## src/rtl/sdm_pkg.sv

```systemverilog
`default_nettype none
// +------------------------------------------------------------------------+
// | Package : sdm_pkg                                                      |
// | Purpose : Shared types, constants and helpers for the sigma-delta DAC  |
// |           bank: modulator order encoding, integrator saturation and    |
// |           the dither LFSR seed/taps.                                   |
// | Rev     : 1.0  initial release                                         |
// +------------------------------------------------------------------------+
package sdm_pkg;

  typedef enum logic {
    SDM_ORDER1 = 1'b0,
    SDM_ORDER2 = 1'b1
  } sdm_order_e;

  // 16-bit Fibonacci LFSR, taps 16,14,13,11 -> state bits 15,13,12,10
  localparam logic [15:0] LFSR_SEED = 16'hACE1;
  localparam logic [15:0] LFSR_TAPS = 16'hB400;

  // Widest value sat_acc accepts; callers size-cast into and out of this.
  localparam int SAT_MAX_W = 64;

  // Clamp v to the signed range of a w-bit integer.
  function automatic logic signed [SAT_MAX_W-1:0] sat_acc(
    input logic signed [SAT_MAX_W-1:0] v,
    input int                          w
  );
    logic signed [SAT_MAX_W-1:0] hi;
    logic signed [SAT_MAX_W-1:0] lo;
    hi = (64'sd1 <<< (w - 1)) - 64'sd1;
    lo = -hi - 64'sd1;
    if (v > hi) begin
      return hi;
    end else if (v < lo) begin
      return lo;
    end else begin
      return v;
    end
  endfunction

endpackage
`default_nettype wire

```

## src/rtl/sdm_dac_channel.sv

```systemverilog
`default_nettype none
// +------------------------------------------------------------------------+
// | Module  : sdm_dac_channel                                              |
// | Purpose : One DAC channel: one-entry staging buffer, active sample,    |
// |           first/second-order integrators and the 1-bit output.         |
// | Rev     : 1.0  initial release                                         |
// | Ports   : clk, rst_n        clock, async active-low reset              |
// |           tick              modulator advance strobe                   |
// |           boundary          frame boundary strobe (tick on last count) |
// |           clr_int           clear integrators instead of updating      |
// |           order             modulator order in effect this tick        |
// |           mute              force modulator input to zero              |
// |           dith_en/dith_bit  +/-1 LSB dither on the modulator input     |
// |           clear_status      clear the underrun flag                    |
// |           in_valid/in_ready/din  sample handshake into staging buffer  |
// |           dout              registered bitstream output                |
// |           underrun          sticky empty-at-boundary flag              |
// +------------------------------------------------------------------------+
module sdm_dac_channel
  import sdm_pkg::*;
#(
  parameter int DATA_W = 16,
  parameter int ACC_W  = DATA_W + 4
) (
  input  logic              clk,
  input  logic              rst_n,
  input  logic              tick,
  input  logic              boundary,
  input  logic              clr_int,
  input  sdm_order_e        order,
  input  logic              mute,
  input  logic              dith_en,
  input  logic              dith_bit,
  input  logic              clear_status,
  input  logic              in_valid,
  output logic              in_ready,
  input  logic [DATA_W-1:0] din,
  output logic              dout,
  output logic              underrun
);

  // Two guard bits so i + x - fb can never wrap before saturation.
  localparam int SUM_W = ACC_W + 2;
  localparam logic signed [SUM_W-1:0] ONE    = SUM_W'(1);
  localparam logic signed [SUM_W-1:0] FB_POS = ONE <<< (DATA_W - 1);
  localparam logic signed [SUM_W-1:0] FB_NEG = -FB_POS;

  logic signed [DATA_W-1:0] stage;
  logic signed [DATA_W-1:0] active;
  logic                     stage_full;
  logic signed [ACC_W-1:0]  i1;
  logic signed [ACC_W-1:0]  i2;

  logic signed [SUM_W-1:0]  x;
  logic signed [SUM_W-1:0]  fb;
  logic signed [SUM_W-1:0]  s1;
  logic signed [SUM_W-1:0]  s2;
  logic signed [ACC_W-1:0]  i1_n;
  logic signed [ACC_W-1:0]  i2_n;
  logic signed [ACC_W-1:0]  sel;
  logic                     dout_n;

  assign in_ready = !stage_full;

  always_comb begin
    x = mute ? '0 : SUM_W'(active);
    if (dith_en) begin
      x = x + (dith_bit ? ONE : -ONE);
    end
    fb = dout ? FB_POS : FB_NEG;

    s1   = SUM_W'(i1) + x - fb;
    i1_n = ACC_W'(sat_acc(SAT_MAX_W'(s1), ACC_W));
    s2   = SUM_W'(i2) + SUM_W'(i1_n) - fb;
    // First-order mode leaves i2 untouched.
    i2_n = (order == SDM_ORDER2) ? ACC_W'(sat_acc(SAT_MAX_W'(s2), ACC_W)) : i2;

    // An order change restarts both integrators from zero on that tick.
    if (clr_int) begin
      i1_n = '0;
      i2_n = '0;
    end

    sel    = (order == SDM_ORDER2) ? i2_n : i1_n;
    dout_n = ~sel[ACC_W-1];
  end

  always_ff @(posedge clk or negedge rst_n) begin
    if (!rst_n) begin
      stage      <= '0;
      active     <= '0;
      stage_full <= 1'b0;
      i1         <= '0;
      i2         <= '0;
      dout       <= 1'b0;
      underrun   <= 1'b0;
    end else begin
      if (boundary && stage_full) begin
        active <= stage;
      end

      // An accept is only possible while empty, so it never collides with
      // the boundary hand-off of a full buffer.
      if (in_valid && !stage_full) begin
        stage      <= din;
        stage_full <= 1'b1;
      end else if (boundary) begin
        stage_full <= 1'b0;
      end

      // Set has priority over clear.
      if (boundary && !stage_full) begin
        underrun <= 1'b1;
      end else if (clear_status) begin
        underrun <= 1'b0;
      end

      if (tick) begin
        i1   <= i1_n;
        i2   <= i2_n;
        dout <= dout_n;
      end
    end
  end

endmodule
`default_nettype wire

```

## src/rtl/sdm_dac_bank.sv

```systemverilog
`default_nettype none
// +------------------------------------------------------------------------+
// | Module  : sdm_dac_bank                                                 |
// | Purpose : NUM_CH-channel sigma-delta DAC bank. Samples are staged per  |
// |           channel and applied together on a shared OSR-tick frame      |
// |           boundary; each channel runs a first/second-order modulator.  |
// | Rev     : 1.0  initial release                                         |
// | Config  : SDM_DAC_BANK_DITHER_EN - when defined, a shared 16-bit LFSR  |
// |           adds +/-1 LSB dither to every channel's modulator input.     |
// | Ports   : clk, rst_n        clock, async active-low reset              |
// |           tick              modulator advance strobe                   |
// |           order_sel         0 first order, 1 second order (at boundary)|
// |           mute              zero modulator input on ticks              |
// |           clear_status      clear underrun flags                       |
// |           in_valid/in_ready/din  per-channel sample handshakes         |
// |           out_valid         tick delayed by one cycle                  |
// |           dout              per-channel bitstreams                     |
// |           underrun          per-channel sticky underrun flags          |
// +------------------------------------------------------------------------+
module sdm_dac_bank
  import sdm_pkg::*;
#(
  parameter int NUM_CH = 4,
  parameter int DATA_W = 16,
  parameter int OSR    = 64,
  parameter int ACC_W  = DATA_W + 4
) (
  input  logic                     clk,
  input  logic                     rst_n,
  input  logic                     tick,
  input  logic                     order_sel,
  input  logic                     mute,
  input  logic                     clear_status,
  input  logic [NUM_CH-1:0]        in_valid,
  output logic [NUM_CH-1:0]        in_ready,
  input  logic [NUM_CH*DATA_W-1:0] din,
  output logic                     out_valid,
  output logic [NUM_CH-1:0]        dout,
  output logic [NUM_CH-1:0]        underrun
);

  localparam int               CNT_W    = $clog2(OSR);
  localparam logic [CNT_W-1:0] CNT_LAST = CNT_W'(OSR - 1);

  logic [CNT_W-1:0]  cnt;
  sdm_order_e        order_q;
  sdm_order_e        order_in;
  logic              boundary;
  logic              clr_int;
  logic [NUM_CH-1:0] dith_bits;
  logic              dith_en;

  assign order_in = sdm_order_e'(order_sel);
  assign boundary = tick && (cnt == CNT_LAST);
  assign clr_int  = boundary && (order_in != order_q);

  // OSR is a power of two, so the counter wraps on its own.
  always_ff @(posedge clk or negedge rst_n) begin
    if (!rst_n) begin
      cnt       <= '0;
      order_q   <= SDM_ORDER1;
      out_valid <= 1'b0;
    end else begin
      out_valid <= tick;
      if (tick) begin
        cnt <= cnt + CNT_W'(1);
      end
      if (boundary) begin
        order_q <= order_in;
      end
    end
  end

`ifdef SDM_DAC_BANK_DITHER_EN
  logic [15:0] lfsr;

  always_ff @(posedge clk or negedge rst_n) begin
    if (!rst_n) begin
      lfsr <= LFSR_SEED;
    end else if (tick) begin
      lfsr <= {lfsr[14:0], ^(lfsr & LFSR_TAPS)};
    end
  end

  assign dith_en = 1'b1;
`else
  assign dith_en = 1'b0;
`endif

  genvar k;
  generate
    for (k = 0; k < NUM_CH; k++) begin : g_ch
`ifdef SDM_DAC_BANK_DITHER_EN
      assign dith_bits[k] = lfsr[k % 16];
`else
      assign dith_bits[k] = 1'b0;
`endif

      sdm_dac_channel #(
        .DATA_W (DATA_W),
        .ACC_W  (ACC_W)
      ) u_ch (
        .clk          (clk),
        .rst_n        (rst_n),
        .tick         (tick),
        .boundary     (boundary),
        .clr_int      (clr_int),
        .order        (order_q),
        .mute         (mute),
        .dith_en      (dith_en),
        .dith_bit     (dith_bits[k]),
        .clear_status (clear_status),
        .in_valid     (in_valid[k]),
        .in_ready     (in_ready[k]),
        .din          (din[k*DATA_W +: DATA_W]),
        .dout         (dout[k]),
        .underrun     (underrun[k])
      );
    end
  endgenerate

endmodule
`default_nettype wire

```

## config.mk

```make
export PLATFORM = sky130hd
export DESIGN_NAME = sdm_dac_bank
export DESIGN_NICKNAME = d
export VERILOG_FILES = /design/src/rtl/sdm_pkg.sv /design/src/rtl/sdm_dac_channel.sv /design/src/rtl/sdm_dac_bank.sv
export SDC_FILE = /design/constraint.sdc
export NUM_CORES = 1
export LEC_CHECK = 0
export ABC_CLOCK_PERIOD_IN_PS = 9000
export BUFFER_PORTS_ARGS = -buffer_cell sky130_fd_sc_hd__clkbuf_2
export CAP_MARGIN = 20
export CORE_UTILIZATION = 64
export DETAILED_ROUTE_END_ITERATION = 12
export GPL_TIMING_DRIVEN = 1
export PLACE_DENSITY = 0.9
export SLEW_MARGIN = 20
export SYNTH_ARGS = -nofsm -noshare
export SYNTH_HDL_FRONTEND = slang
export SYNTH_SLANG_ARGS = --single-unit
```

## constraint.sdc

```tcl
create_clock -name clk -period 9 [get_ports clk]
set_clock_uncertainty 0.15 [all_clocks]
set_input_delay 0.45 -clock clk [delete_from_list [all_inputs] [get_ports clk]]
set_output_delay 0.45 -clock clk [all_outputs]
set_load 0.02 [all_outputs]
```

==> impl_metrics.py, run 1 <==
metrics = {
    "run_status": {
        "status": "completed",
    },
    "clocking": {
        "path_clk_slew_ps": 60,
        "cts_inserted_buffers": 35,
        "post-cts-setup-buffer-count": 0,
        "cts.repair.resized": 0,
        "postCtsHoldBufs": 68,
        "tritoncts": "yes",
        "cts-htree-levels": 2,
        "clk_latency_ps": 560,
        "root_buffer": "clkbuf_16",
        "clock_path_buffers": 3,
        "cts_sinks": 308,
    },
    "grt": {
        "grtUsageTotal_pct": 31.52,
        "grt_pass1_vias": 20610,
        "overflow": 0,
        "grt_pass1_wl_mm": 98.21,
        "grt_max_degree": 182,
        "antenna_found_initial": 0,
    },
    "place": {
        "post-dp-hpwl_mm": 40.84,
        "portBuffers": 86,
        "gp_congestion": 0.9626,
    },
    "flow_run": {
        "maxCapViolations": 0,
    },
    "yosys": {
        "async_flop_share_pct": 100.0,
        "yosysUniqueCellTypes": 83,
        "seq_area_frac_synth_pct": 32.12,
        "synth_warnings": 0,
        "netlist_area_mm2": 0.02399,
        "synth_area_leaders": "dfrtp_1 (32%), ha_1 (15%), inv_1 (7.4%)",
        "syn_nets": 3032,
        "synth_edf_count": 0,
        "synth_area_per_cell_um2": 9.096,
        "yosys.area.top_type_share_pct": 32.12,
        "synth-main-ff-cell": "dfrtp_1",
        "synth_area_leader_cell": "dfrtp_1",
        "yosys_register_bits": 308,
        "synth_cells": 2638,
    },
    "floorplanning": {
        "die_w_um": 195.6,
        "rows": 70,
        "die_y_um": 195.6,
        "start_util_pct": 65.23,
        "io-pin-count": 87,
        "core-area_mm2": 0.03679,
        "dieArea_mm2": 0.03827,
    },
    "routing": {
        "drt-vias-per-instance": 6.139,
        "route.detailed.drc": 0,
        "ant_nets": 0,
        "wirelength_mm": 58.30,
        "avgRoutedWirePerCell_um": 17.92,
        "vias": 19980,
        "drtIter0Drc": 1436,
        "firstDrtPassIters": 7,
    },
    "hold_path": {
        "min_path_type": "in2reg",
        "min_path_cells": 3,
    },
    "timing": {
        "setup-tns-final_ps": 0,
        "final-hold-violation-count": 0,
        "drv_slew": 0,
        "worst_pin_slew_ps": 1097,
        "min_period_over_period_pct": 92.06,
        "rsz0062_at_grt": "false",
        "setup_viol": 0,
        "relSlewSlack_pct": 26.84,
        "max_freq_mhz": 120.7,
        "period_minus_slack_ps": 8286,
    },
    "critical_path": {
        "crit_path_frequent_cell": "inv_1",
        "worstRegToRegCells": 28,
        "cp-endpoint": "g_ch[3].u_ch.i2[1]",
        "cp.required_ps": 9250,
        "crit_type": "reg2reg",
        "reg2reg_from": "g_ch[3].u_ch.active[15]",
        "cp_max_fo": 15,
        "cp-end-kind": "register",
        "reg2reg_slack_ps": 710,
        "cp_slowest_stage_delay_ps": 600,
        "startpoint": "g_ch[3].u_ch.active[15]",
        "r2r-end": "g_ch[3].u_ch.i2[1]",
        "slowest_stage": "fa_1",
        "worstSetupStartpointType": "register",
        "worstPathArrival_ps": 8540,
    },
    "finish": {
        "drive_gt1_share_pct": 11.77,
        "antenna_cells": 0,
        "area_growth_pct": 11.39,
        "final_cell_mix": "inv_1 (474), dfrtp_1 (308), ha_1 (288), a21oi_1 (177), mux2_2 (131)",
        "final_common_cell": "inv_1",
        "layout.nets": 3159,
    },
}
==> worst max-delay path, delay by kind of cell, from the launching register on <==
family	cells	cell delay [ps]
AO/OA/AOI/OAI	10	2600
XOR/XNOR	1	230
adder cells (fa/ha/maj)	4	1620
buffers and inverters	5	850
flip-flops	1	500
AND/OR/NAND/NOR	8	2150
==> cells by family after synthesis <==
| logic type | Yosys count | share of synthesized area [%] |
|---|---|---|
| AOI/OAI and AO/OA | 662 | 19.16 |
| buffers and inverters | 568 | 9.094 |
| and+or+nand+nor | 510 | 10.71 |
| adders and majority gates | 320 | 17.69 |
| DFF | 308 | 32.12 |
| xor gates and xnor gates | 138 | 5.037 |
| muxes | 132 | 6.190 |
==> per-stage QoR <==
stage	instance area, µm²	cells	utilization [%]	hold WS [ps]	setup slack, ps
2_1_floorplan	23990	2638	-	4.409	1494
6_report	26730	3254	72.66	6.940	714.2
4_1_cts	26730	3254	72.66	3.644	728.4
3_3_place_gp	24870	3128	67.62	304.3	664.2
5_1_grt	26730	3254	72.66	13.41	305.9
3_5_place_dp	24880	3128	67.65	308.5	368.4
==> cell usage after synthesis (7+ instances only) <==
master / n
buf_4: 13
o21ai_0: 84
a221oi_1: 9
o221ai_1: 8
a32oi_1: 12
nand3_1: 48
nand4_1: 15
and2_1: 10
mux2_2: 131
o22ai_1: 59
nor4_1: 8
nor3_1: 23
nand2b_1: 89
nor2_1: 121
dfrtp_1: 308
a221oi_2: 7
or3_1: 10
xnor2_1: 96
xor2_1: 42
o21bai_1: 15
a21boi_0: 7
nor2b_1: 35
a22o_1: 7
a21oi_1: 177
a211oi_1: 10
a21o_1: 63
a221o_1: 56
o211ai_1: 17
ha_1: 288
clkbuf_1: 79
o21a_1: 28
nand2_1: 119
inv_1: 474
fa_1: 32
a31oi_1: 25
==> registers in the layout (all words and copies together) (netlist names) <==
signal and flops:
g_ch.u_ch.i1 80, g_ch.u_ch.i2 80, g_ch.u_ch.active 64, g_ch.u_ch.stage 64, cnt 6, g_ch.u_ch.dout 4, g_ch.u_ch.stage_full 4, g_ch.u_ch.underrun 4
order_q 1, out_valid 1
==> metal layers <==
layer | track usage [%] | wire [µm] | vias to the layer above
met3 | 4.283 | 3399 | 164
met2 | 55.44 | 28990 | 715
met1 | 37.94 | 23570 | 9713
li1 | - | - | 9383
met5 | 0 | 0 | -
met4 | 15.46 | 2342 | 0
==> final cells by class <==
type / count / area, µm²
clock buffer: 50 / 1015
clock inverter: 8 / 147.6
fill: 2567 / 10060
inverter: 474 / 1779
multi-input combinational: 1762 / 14130
sequential: 308 / 7707
tap: 468 / 585.6
timing repair buffer: 184 / 1359
==> worst min-delay path by stage <==
| stage | start | to |
|---|---|---|
| final | in_valid[3] | g_ch[3].u_ch.stage_full |
| after detailed placement | rst_n | g_ch[1].u_ch.stage[9] |
| after global routing | din[19] | g_ch[1].u_ch.stage[3] |
| after CTS | din[19] | g_ch[1].u_ch.stage[3] |
| after floorplan | rst_n | cnt[0] |
| after global placement | rst_n | g_ch[1].u_ch.stage[6] |
Power of run 1 is left out: the tool's default activity adds up to more than one toggle a clock period on the data nets, which glitch-free logic cannot reach.
==> inputs of run 2 (changes only) <==
PLACE_DENSITY = 0.83   (was 0.9)
==> run 2 against run 1 <==
Sequential share of layout area decreased by 0.14 points. Hold slack better by 6.1 ps. Die area stayed put. Cell area rose by 0.49%. First-iteration DRC count decreased by 29%. Sequential cell count stayed put. Critical path type is now in2reg. Largest cell class unchanged.
==> impl_metrics.py, run 2 (synthesis results as in run 1) <==
metrics = {
    "run_status": {
        "status": "completed",
    },
    "critical_path": {
        "cp.required_ps": 9270,
        "crit_type": "in2reg",
        "cp_max_fo": 33,
        "reg2reg_from": "g_ch[0].u_ch.dout",
        "cp-end-kind": "register",
        "r2r-end": "g_ch[0].u_ch.i2[11]",
        "slowest_stage": "a2111oi_0",
        "worstRegToRegCells": 26,
        "reg2reg_slack_ps": 1160,
        "cp_slowest_stage_delay_ps": 600,
        "worstPathArrival_ps": 8300,
        "worstSetupStartpointType": "input port",
    },
    "routing": {
        "avgRoutedWirePerCell_um": 17.55,
        "route.detailed.drc": 0,
        "drt-vias-per-instance": 6.023,
        "ant_nets": 0,
        "drtIter0Drc": 1014,
        "firstDrtPassIters": 6,
        "wirelength_mm": 57.22,
        "vias": 19640,
    },
    "clocking": {
        "cts-htree-levels": 2,
        "cts_inserted_buffers": 36,
        "tritoncts": "yes",
        "cts_sinks": 308,
        "root_buffer": "clkbuf_16",
        "clk_latency_ps": 540,
        "cts.repair.resized": 0,
        "path_clk_slew_ps": 60,
        "clock_path_buffers": 3,
    },
    "timing": {
        "max_freq_mhz": 124.5,
        "setup_viol": 0,
        "min_period_over_period_pct": 89.22,
        "final-hold-violation-count": 0,
        "finalWorstSetupSlack_ps": 970.2,
        "setup-tns-final_ps": 0,
        "drv_slew": 0,
        "period_minus_slack_ps": 8030,
        "relSlewSlack_pct": 36.13,
        "rsz0062_at_grt": "false",
        "worst_pin_slew_ps": 958.1,
    },
    "grt": {
        "grt_pass1_wl_mm": 96.06,
        "grt_max_degree": 167,
        "grt_pass1_vias": 20100,
        "antenna_found_initial": 0,
        "overflow": 0,
        "grtUsageTotal_pct": 30.69,
    },
    "flow_run": {
        "maxCapViolations": 0,
    },
    "finish": {
        "layout.nets": 3161,
        "area_growth_pct": 11.93,
        "drive_gt1_share_pct": 12.10,
        "antenna_cells": 0,
        "final_common_cell": "inv_1",
        "final_cell_mix": "inv_1 (474), dfrtp_1 (308), ha_1 (288), a21oi_1 (177), mux2_2 (131)",
        "largestRegisters": "g_ch.u_ch.i1: 80 flops, g_ch.u_ch.i2: 80 flops",
    },
    "floorplanning": {
        "rows": 70,
        "core-area_mm2": 0.03679,
        "die_w_um": 195.6,
        "die_y_um": 195.6,
        "dieArea_mm2": 0.03827,
        "io-pin-count": 87,
        "start_util_pct": 65.23,
    },
    "place": {
        "portBuffers": 86,
        "pre_cts_slack_ps": 620.3,
        "post-dp-hpwl_mm": 40.25,
        "gp_congestion": 0.9420,
    },
    "hold_path": {
        "hold_start": "din[2]",
        "min_path_cells": 2,
        "hold_end": "g_ch[0].u_ch.stage[2]",
        "min_path_type": "in2reg",
    },
}
run 2: metal layers:
metal	wire, µm	global-route usage (%)	vias to the layer above
met5	0	0	-
met3	2806	3.800	129
li1	-	-	9389
met4	1598	11.64	0
met2	28320	53.94	591
met1	24500	38.52	9531
run 2: repair_timing:
item | CTS | global route
hold buffers | 64 | 0
setup buffers | 0 | 0
hold endpoints to repair | 126 | 0
run 2: per-stage QoR:
step | utilization [%] | hold slack, ps | cell area, µm² | std cells
2_1_floorplan | - | 4.409 | 23990 | 2638
3_3_place_gp | 67.68 | 290.8 | 24900 | 3132
3_5_place_dp | 67.70 | 294.8 | 24910 | 3132
4_1_cts | 72.94 | 0.7053 | 26830 | 3260
5_1_grt | 73.01 | 4.138 | 26860 | 3261
6_report | 73.01 | 13.01 | 26860 | 3261
run 2: layout make-up:
type                            count  area, µm²
Clock buffer                       50       1025
Clock inverter                     14      259.0
Fill cell                        2626       9928
Inverter                          474       1779
Multi-Input combinational cell   1762      14120
Sequential cell                   308       7707
Tap cell                          468      585.6
Timing Repair Buffer              185       1376
run 2: how the worst max path moves through the flow:
stage	end	slack (ps)	from	depth (start not counted)
floorplan	g_ch[1].u_ch.i2[10]	1490	mute	34
global placement	g_ch[1].u_ch.i2[6]	650	mute	29
detailed placement	g_ch[2].u_ch.i2[15]	620	mute	30
CTS	g_ch[2].u_ch.i2[1]	1110	mute	29
global route	g_ch[0].u_ch.i2[11]	420	mute	30
finish	g_ch[2].u_ch.i2[1]	970	mute	29
run 2: worst max-delay path, delay by kind of cell:
family                   cells  cell delay [ps]
buffers and inverters        5             1290
adder cells (fa/ha/maj)      4              990
AND/OR/NAND/NOR              7             1550
AO/OA/AOI/OAI               13             4000
Power of run 2 is left out for the same reason.
==> inputs of run 3 (changes only) <==
CORE_UTILIZATION = 45   (was 64)
PLACE_DENSITY = 0.62   (was 0.83)
==> run 3 against run 2 <==
First-iteration DRC count rose by 10%. Clock-buffer cell count fell by 2. Sequential share of layout area fell by 0.58 points. Wire length fell by 1.7%. Core utilization fell by 21 points. Critical endpoint unchanged. Highest routed layer unchanged. Critical path type unchanged. Cell area rose by 2.1%. Die area rose by 42%. Global-route usage fell by 9.3 points. Via count fell by 1.8%. Sequential cell count did not move.
==> impl_metrics.py, run 3 (synthesis results as in run 1) <==
metrics = {
    "critical_path": {
        "cp_max_fo": 25,
        "crit_type": "in2reg",
        "worstPathArrival_ps": 8210,
        "worstSetupStartpointType": "input port",
        "r2r-end": "g_ch[1].u_ch.i2[4]",
        "worstRegToRegCells": 31,
        "reg2reg_slack_ps": 1430,
        "cp_slowest_stage_delay_ps": 700,
        "crit_path_frequent_cell": "ha_1",
        "reg2reg_from": "g_ch[1].u_ch.active[2]",
        "cp.required_ps": 9340,
        "cp-end-kind": "register",
        "slowest_stage": "nor2_2",
    },
    "timing": {
        "final-hold-violation-count": 0,
        "setup-tns-final_ps": 0,
        "finalWorstSetupSlack_ps": 1129,
        "max_freq_mhz": 127.1,
        "setup_viol": 0,
        "relSlewSlack_pct": 35.14,
        "min_period_over_period_pct": 87.45,
        "holdWs_ps": 229.4,
        "drv_slew": 0,
        "period_minus_slack_ps": 7871,
        "worst_pin_slew_ps": 969.8,
        "rsz0062_at_grt": "false",
    },
    "routing": {
        "drt-vias-per-instance": 5.503,
        "firstDrtPassIters": 5,
        "ant_nets": 0,
        "drtIter0Drc": 1116,
        "route.detailed.drc": 0,
        "avgRoutedWirePerCell_um": 16.04,
        "vias": 19290,
        "wirelength_mm": 56.22,
    },
    "clocking": {
        "root_buffer": "clkbuf_16",
        "cts_sinks": 308,
        "clock_path_buffers": 3,
        "cts-htree-levels": 2,
        "post-cts-setup-buffer-count": 0,
        "tritoncts": "yes",
        "cts_inserted_buffers": 38,
        "path_clk_slew_ps": 60,
        "clk_latency_ps": 560,
    },
    "finish": {
        "drive_gt1_share_pct": 13.02,
        "final_util_pct": 52.05,
        "largestRegisters": "g_ch.u_ch.i1: 80 flops, g_ch.u_ch.i2: 80 flops",
        "antenna_cells": 0,
        "area_growth_pct": 14.23,
        "layout.nets": 3185,
        "final_cell_mix": "inv_1 (474), dfrtp_1 (308), ha_1 (288), a21oi_1 (177), mux2_2 (131)",
        "final_common_cell": "inv_1",
    },
    "grt": {
        "grt_pass1_vias": 19500,
        "grtUsageTotal_pct": 21.37,
        "grt_max_degree": 107,
        "grt_pass1_wl_mm": 95.06,
        "overflow": 0,
        "antenna_found_initial": 0,
    },
    "floorplanning": {
        "io-pin-count": 87,
        "core-area_mm2": 0.05266,
        "die_w_um": 232.9,
        "start_util_pct": 45.57,
        "die_y_um": 232.9,
        "dieArea_mm2": 0.05425,
        "rows": 84,
    },
    "hold_path": {
        "hold_end": "g_ch[1].u_ch.underrun",
        "hold_start": "clear_status",
        "min_path_type": "in2reg",
        "min_path_cells": 2,
    },
    "run_status": {
        "status": "completed",
    },
    "place": {
        "gp_congestion": 0.8862,
        "portBuffers": 86,
        "pre_cts_slack_ps": 670.6,
        "post-dp-hpwl_mm": 40.82,
    },
    "flow_run": {
        "maxCapViolations": 0,
    },
}
==> run 3: cell count changes in the layout (fill, tap and decap cells not counted), sizes merged <==
| cell | before | now |
|---|---|---|
| buf | 36 | 52 |
| dlygate4sd3 | 64 | 70 |
| clkinv | 5 | 8 |
| clkinvlp | 1 | 2 |
| bufinv | 7 | 8 |
| clkbuf | 135 | 133 |
==> run 3: how the worst max path moves through the flow <==
| stage | start | end | slack [ps] | cells after the start |
|---|---|---|---|---|
| after floorplan | mute | g_ch[1].u_ch.i2[10] | 1490 | 34 |
| after global placement | mute | g_ch[2].u_ch.i2[0] | 660 | 30 |
| after detailed placement | mute | g_ch[2].u_ch.i2[17] | 670 | 30 |
| after CTS | mute | g_ch[2].u_ch.i2[8] | 1220 | 30 |
| after global routing | mute | g_ch[2].u_ch.i2[2] | 570 | 30 |
| final | mute | g_ch[2].u_ch.i2[1] | 1130 | 30 |
==> run 3: per-stage QoR <==
step	cells	cell area, µm²
after detailed placement	3369	25310
final	3506	27410
after global placement	3369	25310
after CTS	3506	27410
after global routing	3506	27410
after floorplan	2638	23990
==> run 3: final cells by class <==
type / instances / area, µm²
Tap cell: 688 / 860.8
Clock inverter: 19 / 307.8
Fill cell: 4846 / 25250
Timing Repair Buffer: 207 / 1536
Sequential cell: 308 / 7707
Clock buffer: 48 / 1090
Inverter: 474 / 1779
Multi-Input combinational cell: 1762 / 14130
==> run 3: timing repair <==
item / in CTS / in global routing
setup endpoints to repair: 0 / 0
hold endpoints to repair: 172 / 0
resized for setup: 0 / 0
hold buffers: 70 / 0
==> run 3: critical path: cells and delay by family <==
| family | cells | cell delay [ps] |
|---|---|---|
| AO/OA/AOI/OAI | 16 | 3800 |
| AND/OR/NAND/NOR | 6 | 2120 |
| adder cells (fa/ha/maj) | 4 | 1120 |
| buffers and inverters | 4 | 720 |
==> run 3: layer usage <==
metal | up-vias | share of wire, % | global-route usage (%)
met4 | 0 | 2.3 | 5.862
li1 | 9454 | - | -
met3 | 87 | 4.3 | 3.358
met5 | - | 0 | 0
met1 | 9380 | 45 | 27.60
met2 | 372 | 48 | 36.80
Power of run 3 is left out for the same reason.
